### src/rtl/mem_port_arbiter_pkg.sv
// rtl/mem_port_arbiter_pkg.sv - shared state encoding and port indices for the memory port arbiter
package mem_arb_pkg;

  localparam logic [1:0] S_IDLE   = 2'd0;
  localparam logic [1:0] S_ACCESS = 2'd1;
  localparam logic [1:0] S_DONE   = 2'd2;

  localparam logic PORT_CPU = 1'b0;
  localparam logic PORT_DMA = 1'b1;

  typedef enum logic [1:0] {
    ST_IDLE   = S_IDLE,
    ST_ACCESS = S_ACCESS,
    ST_DONE   = S_DONE
  } state_t;

endpackage

### src/rtl/mem_port_arbiter_if.sv
// rtl/mem_port_arbiter_if.sv - requester and memory-side signal bundle for the memory port arbiter
interface mem_port_arbiter_if #(
  parameter int AW = 32,
  parameter int DW = 32
);

  logic          req0;
  logic          we0;
  logic [AW-1:0] adr0;
  logic [DW-1:0] wd0;
  logic          ack0;

  logic          req1;
  logic          we1;
  logic [AW-1:0] adr1;
  logic [DW-1:0] wd1;
  logic          ack1;

  logic [DW-1:0] rd;
  logic          busy;
  logic          MemRead;
  logic          MemWrite;
  logic [AW-1:0] Adr;
  logic [DW-1:0] B_out;
  logic [DW-1:0] Memory_out;

  // master is the environment: both requesters plus the memory itself
  modport master (
    output req0, we0, adr0, wd0, req1, we1, adr1, wd1, Memory_out,
    input  ack0, ack1, rd, busy, MemRead, MemWrite, Adr, B_out
  );

  modport slave (
    input  req0, we0, adr0, wd0, req1, we1, adr1, wd1, Memory_out,
    output ack0, ack1, rd, busy, MemRead, MemWrite, Adr, B_out
  );

endinterface

### src/rtl/mem_port_arbiter_rr_pick2.sv
// rtl/mem_port_arbiter_rr_pick2.sv - two-way round-robin tie-break, purely combinational
module rr_pick2
  import mem_arb_pkg::*;
(
  input  logic req0,
  input  logic req1,
  input  logic last,
  output logic gnt_valid,
  output logic gnt_idx
);

  always_comb begin
    gnt_valid = req0 | req1;
    gnt_idx   = PORT_CPU;
    if (req0 && req1) begin
      gnt_idx = ~last;
    end else if (req1) begin
      gnt_idx = PORT_DMA;
    end
  end

endmodule

### src/rtl/mem_port_arbiter.sv
// rtl/mem_port_arbiter.sv - two-requester memory access sequencer with fixed latency and one-cycle ack
module mem_port_arbiter
  import mem_arb_pkg::*;
#(
  parameter int MEM_LAT = 1,
  parameter int AW      = 32,
  parameter int DW      = 32
) (
  input logic              clk,
  input logic              rst,
  mem_port_arbiter_if.slave bus
);

  localparam logic [3:0] LAT_M1 = 4'(MEM_LAT - 1);

  state_t        state;
  state_t        state_nx;
  logic [3:0]    cnt;
  logic          we_q;
  logic          win_q;
  logic          last;
  logic [AW-1:0] adr_q;
  logic [DW-1:0] wd_q;
  logic [DW-1:0] rd_q;
  logic          gnt_valid;
  logic          gnt_idx;

  rr_pick2 u_pick (
    .req0      (bus.req0),
    .req1      (bus.req1),
    .last      (last),
    .gnt_valid (gnt_valid),
    .gnt_idx   (gnt_idx)
  );

  always_comb begin
    state_nx = state;
    case (state)
      ST_IDLE:   if (gnt_valid) state_nx = ST_ACCESS;
      ST_ACCESS: if (cnt == 4'd0) state_nx = ST_DONE;
      ST_DONE:   state_nx = ST_IDLE;
      default:   state_nx = ST_IDLE;
    endcase
  end

  always_ff @(posedge clk or negedge rst) begin
    if (!rst) begin
      state <= ST_IDLE;
      cnt   <= 4'd0;
      we_q  <= 1'b0;
      win_q <= PORT_CPU;
      last  <= PORT_DMA;
      adr_q <= '0;
      wd_q  <= '0;
      rd_q  <= '0;
    end else begin
      state <= state_nx;
      case (state)
        ST_IDLE: begin
          if (gnt_valid) begin
            win_q <= gnt_idx;
            last  <= gnt_idx;
            cnt   <= LAT_M1;
            if (gnt_idx == PORT_DMA) begin
              we_q  <= bus.we1;
              adr_q <= bus.adr1;
              wd_q  <= bus.wd1;
            end else begin
              we_q  <= bus.we0;
              adr_q <= bus.adr0;
              wd_q  <= bus.wd0;
            end
          end
        end
        ST_ACCESS: begin
          // memory data is only guaranteed valid in the final access cycle
          if (cnt == 4'd0) begin
            if (!we_q) rd_q <= bus.Memory_out;
          end else begin
            cnt <= cnt - 4'd1;
          end
        end
        default: ;
      endcase
    end
  end

  assign bus.busy     = (state != ST_IDLE);
  assign bus.MemRead  = (state == ST_ACCESS) && !we_q;
  assign bus.MemWrite = (state == ST_ACCESS) && we_q;
  assign bus.ack0     = (state == ST_DONE) && (win_q == PORT_CPU);
  assign bus.ack1     = (state == ST_DONE) && (win_q == PORT_DMA);
  assign bus.Adr      = adr_q;
  assign bus.B_out    = wd_q;
  assign bus.rd       = rd_q;

endmodule
### src/flat_wrapper.sv
// flat-port wrapper written by rule: the top's interface ports become plain ports
module mem_port_arbiter_flat import mem_arb_pkg::*;
#(
  parameter int MEM_LAT = 1,
  parameter int AW      = 32,
  parameter int DW      = 32
)
  (clk, rst, bus_req0, bus_we0, bus_adr0, bus_wd0, bus_req1, bus_we1, bus_adr1, bus_wd1, bus_Memory_out, bus_ack0, bus_ack1, bus_rd, bus_busy, bus_MemRead, bus_MemWrite, bus_Adr, bus_B_out);
  mem_port_arbiter_if #(.AW(AW), .DW(DW)) bus_i ();
  input logic clk;
  input logic rst;
  input wire logic [$bits(bus_i.req0)-1:0] bus_req0;
  input wire logic [$bits(bus_i.we0)-1:0] bus_we0;
  input wire logic [$bits(bus_i.adr0)-1:0] bus_adr0;
  input wire logic [$bits(bus_i.wd0)-1:0] bus_wd0;
  input wire logic [$bits(bus_i.req1)-1:0] bus_req1;
  input wire logic [$bits(bus_i.we1)-1:0] bus_we1;
  input wire logic [$bits(bus_i.adr1)-1:0] bus_adr1;
  input wire logic [$bits(bus_i.wd1)-1:0] bus_wd1;
  input wire logic [$bits(bus_i.Memory_out)-1:0] bus_Memory_out;
  output wire logic [$bits(bus_i.ack0)-1:0] bus_ack0;
  output wire logic [$bits(bus_i.ack1)-1:0] bus_ack1;
  output wire logic [$bits(bus_i.rd)-1:0] bus_rd;
  output wire logic [$bits(bus_i.busy)-1:0] bus_busy;
  output wire logic [$bits(bus_i.MemRead)-1:0] bus_MemRead;
  output wire logic [$bits(bus_i.MemWrite)-1:0] bus_MemWrite;
  output wire logic [$bits(bus_i.Adr)-1:0] bus_Adr;
  output wire logic [$bits(bus_i.B_out)-1:0] bus_B_out;
  assign bus_i.req0 = bus_req0;
  assign bus_i.we0 = bus_we0;
  assign bus_i.adr0 = bus_adr0;
  assign bus_i.wd0 = bus_wd0;
  assign bus_i.req1 = bus_req1;
  assign bus_i.we1 = bus_we1;
  assign bus_i.adr1 = bus_adr1;
  assign bus_i.wd1 = bus_wd1;
  assign bus_i.Memory_out = bus_Memory_out;
  assign bus_ack0 = bus_i.ack0;
  assign bus_ack1 = bus_i.ack1;
  assign bus_rd = bus_i.rd;
  assign bus_busy = bus_i.busy;
  assign bus_MemRead = bus_i.MemRead;
  assign bus_MemWrite = bus_i.MemWrite;
  assign bus_Adr = bus_i.Adr;
  assign bus_B_out = bus_i.B_out;
  mem_port_arbiter #(.MEM_LAT(MEM_LAT), .AW(AW), .DW(DW)) u_core (.clk(clk), .rst(rst), .bus(bus_i));
endmodule
### config.mk
export PLATFORM = sky130hd
export DESIGN_NAME = mem_port_arbiter_flat
export DESIGN_NICKNAME = d
export VERILOG_FILES = /design/src/rtl/mem_port_arbiter_pkg.sv /design/src/rtl/mem_port_arbiter_if.sv /design/src/rtl/mem_port_arbiter_rr_pick2.sv /design/src/rtl/mem_port_arbiter.sv /design/src/flat_wrapper.sv
export SDC_FILE = /design/constraint.sdc
export NUM_CORES = 1
export LEC_CHECK = 0
export CAP_MARGIN = 25
export CORE_AREA = 2 2 122 124
export DETAILED_ROUTE_END_ITERATION = 6
export DIE_AREA = 0 0 124 126
export PLACE_DENSITY = 0.72
export SKIP_CTS_REPAIR_TIMING = 1
export SLEW_MARGIN = 20
export SYNTH_ARGS = -nofsm -noshare
export SYNTH_HDL_FRONTEND = slang
export SYNTH_SLANG_ARGS = --single-unit
### constraint.sdc
create_clock -name clk -period 2.5 [get_ports clk]
set_input_delay 0.5 -clock clk [delete_from_list [all_inputs] [get_ports clk]]
set_output_delay 0.5 -clock clk [all_outputs]
set_load 0.01 [all_outputs]
==> results.ini, run 1 <==
[global_routing]
antenna_found_initial = 0
grt_pass1_wl_um = 19500
grt_pass1_vias = 3901
grt_max_degree = 48
grt_use_total = 0.160
overflow = 0

[power]
sw_frac_of_total = 0.298
p_leak_nw = 3.37
pwr-share-comb = 0.513
pwr-share-clk = 0.151
seqPwrFrac = 0.336
power_density_mw_per_mm2 = 1120
switchingPower_mw = 2.71
ir_drop_uv = 486
intPower_mw = 6.39

[logic_synthesis]
synthMostInstantiatedCell = mux2_2
synth_top_cell_by_area = dfrtp_1
syn_area_mm2 = 0.00493
ys_warn_count = 0
syn_avg_cell_area_um2 = 15.4
ys.flop_type = dfrtp_1
seq_area_frac_synth = 0.533
ys_types = 31
synth_edf_count = 0
synth_top_area_frac = 0.527
async_reset_ff_frac = 1.00
netlist_top_cells_area = dfrtp_1 53%, mux2_2 30%, mux2_4 9.1%, buf_12 1.2%, buf_2 0.71%
ys_ff_latch = 105
postSynthCellCount = 320
synth_common_cells = 132 x mux2_2, 104 x dfrtp_1, 30 x mux2_4
syn_nets = 487

[clock_tree]
cts_buffers = 9
cts_tree = built
htree_levels = 3
clk_path_buf_depth = 2
clkSinkCount = 105
worstSkewPairLatency_ns = 0.34
root_buffer = clkbuf_16
clk_pin_slew_ns = 0.07

[floorplan]
start_util = 0.345
die_w_um = 124
dieArea_mm2 = 0.0156
core_mm2 = 0.0143
die_h_um = 126
rows = 44
io_pins = 267

[hold_path]
worst_hold_path_type = in -> async

[route]
via_per_inst = 4.59
wirelength_um = 12500
first_pass_iters = 4
ant_nets = 0
vias = 3548
first_iter_violations = 73
drc = 0
post_drt_wl_per_cell_um = 16.2

[sta]
hold_slack_ns = 0.0469
setup_viol = 0
finalClockSkew_ns = 0.00562
min_period_over_period = 0.930
fin_crit_ns = 2.32
rsz0062_at_grt = no
hold_violations = 0
clock.fmax_mhz = 430
tightest_slew_ns = 0.472
slew_violations = 0
slew_headroom = 0.685
tns_ns = 0

[final_layout]
nFillCells = 1203
drive_gt1_frac = 0.323
num_antenna_cells = 0
stdcell_area_mm2 = 0.00810
nNetsFinal = 753
syn2layout_area_growth_pct = 64.1

[setup_path]
crit_fanout = 5
crit_required_ns = 2.00
setup.worst_path.start = u_core.state[0]$_DFFE_PN0P_
reg2reg_depth = 6
end_kind = output pin
startpoint_type = flip-flop
worstPathArrival_ns = 1.82
timing.rr.start = u_core.cnt[0]$_DFFE_PN0P_
crit_type = reg -> out
rrSetupSlack_ns = 0.28
r2r_end = u_core.bus.rd[4]$_DFFE_PN0P_

[place]
dpl_cell_area_mm2 = 0.00781
io_buffers = 266
hpwlAfterDp_um = 9580
gp_congestion = 0.767

[job]
cap_violations = 0

[outcome]
status = completed

[cell usage in the layout, fill, tap and decap left out, types with 2 or more instances in the layout]
| cell type | netlist | layout |
|---|---|---|
| dfrtp_1 | 104 | 104 |
| buf_12 | 3 | 5 |
| o31ai_1 | 2 | 2 |
| clkdlybuf4s50_1 | 0 | 265 |
| clkbuf_16 | 0 | 9 |
| mux2i_1 | 2 | 2 |
| mux2_2 | 132 | 132 |
| mux2_4 | 30 | 30 |
| buf_4 | 4 | 4 |
| o21ai_0 | 6 | 6 |
| inv_1 | 3 | 3 |
| nor2_1 | 4 | 3 |
[flip-flops by register name (all words and copies together), names as in the netlist]
signal and cells:
u_core.bus.Adr 32, u_core.bus.B_out 32, u_core.bus.rd 32, u_core.cnt 4, u_core.last 1, u_core.state 2, u_core.we_q 1, u_core.win_q 1
[cell families after synthesis]
kind of cell / Yosys count / share of synthesized area
adder cells (fa/ha/maj): 1 / 0.00254
buffers and inverters: 22 / 0.0330
AND/OR/NAND/NOR: 16 / 0.0198
flip-flops: 105 / 0.533
AO/OA/AOI/OAI: 12 / 0.0155
multiplexers: 164 / 0.397
[per-stage QoR]
stage                     setup WS [ns]  total power, mW  utilization  cells
final                             0.176             9.09        0.566    773
after global routing             0.0695             9.63        0.566    773
after CTS                         0.164             9.23        0.566    773
after detailed placement          0.295             7.80        0.546    759
after global placement            0.329             7.71        0.546    759
after floorplan                   0.489             5.44            -    320
[layout make-up]
cell class | instances | area, um^2 | area share
clock buffers | 11 | 243 | 0.0300
clock inverters | 3 | 42.5 | 0.00525
inverters | 3 | 11.3 | 0.00139
multi-input cells | 193 | 2160 | 0.267
flip-flops and latches | 105 | 2630 | 0.325
well taps | 184 | 230 | 0.0284
repair buffers | 274 | 2780 | 0.344
[worst max-delay path, cell delays in order, from the launching register on]
cell	delay, ns
dfrtp_1	0.39
nor2b_1	0.36
and2_1	0.19
clkdlybuf4s50_1	0.55
[metal layers]
layer	GRT usage	wire (um)	up-vias
met5	0	0	-
met1	0.181	4880	1695
li1	-	-	1673
met2	0.280	6160	156
met4	0.0727	349	0
met3	0.0421	1120	24
[power by group through the flow]
stage / clock network (mW) / registers (mW) / logic, mW
final: 1.37 / 3.06 / 4.67
after global routing: 1.48 / 3.18 / 4.97
after CTS: 1.42 / 3.07 / 4.74
after detailed placement: 0 / 3.07 / 4.73
after global placement: 0 / 3.06 / 4.64
after floorplan: 0 / 3.42 / 2.02
[worst max path at each step]
stage | end | slack (ns) | depth (start not counted)
finish | bus_MemWrite | 0.18 | 3
floorplan | u_core.bus.rd[10]$_DFFE_PN0P_ | 0.49 | 7
detailed placement | u_core.bus.B_out[3]$_DFFE_PN0P_ | 0.29 | 5
CTS | bus_MemWrite | 0.16 | 3
global placement | u_core.bus.B_out[3]$_DFFE_PN0P_ | 0.33 | 5
global route | bus_MemWrite | 0.07 | 3
Note: power is estimated with default switching activity, not from simulation.
==> run 2: changes to the inputs <==
- GPL_TIMING_DRIVEN: default -> 1
==> results of run 2 <==
The final DEF is identical to that of run 1; final timing and power are the same.
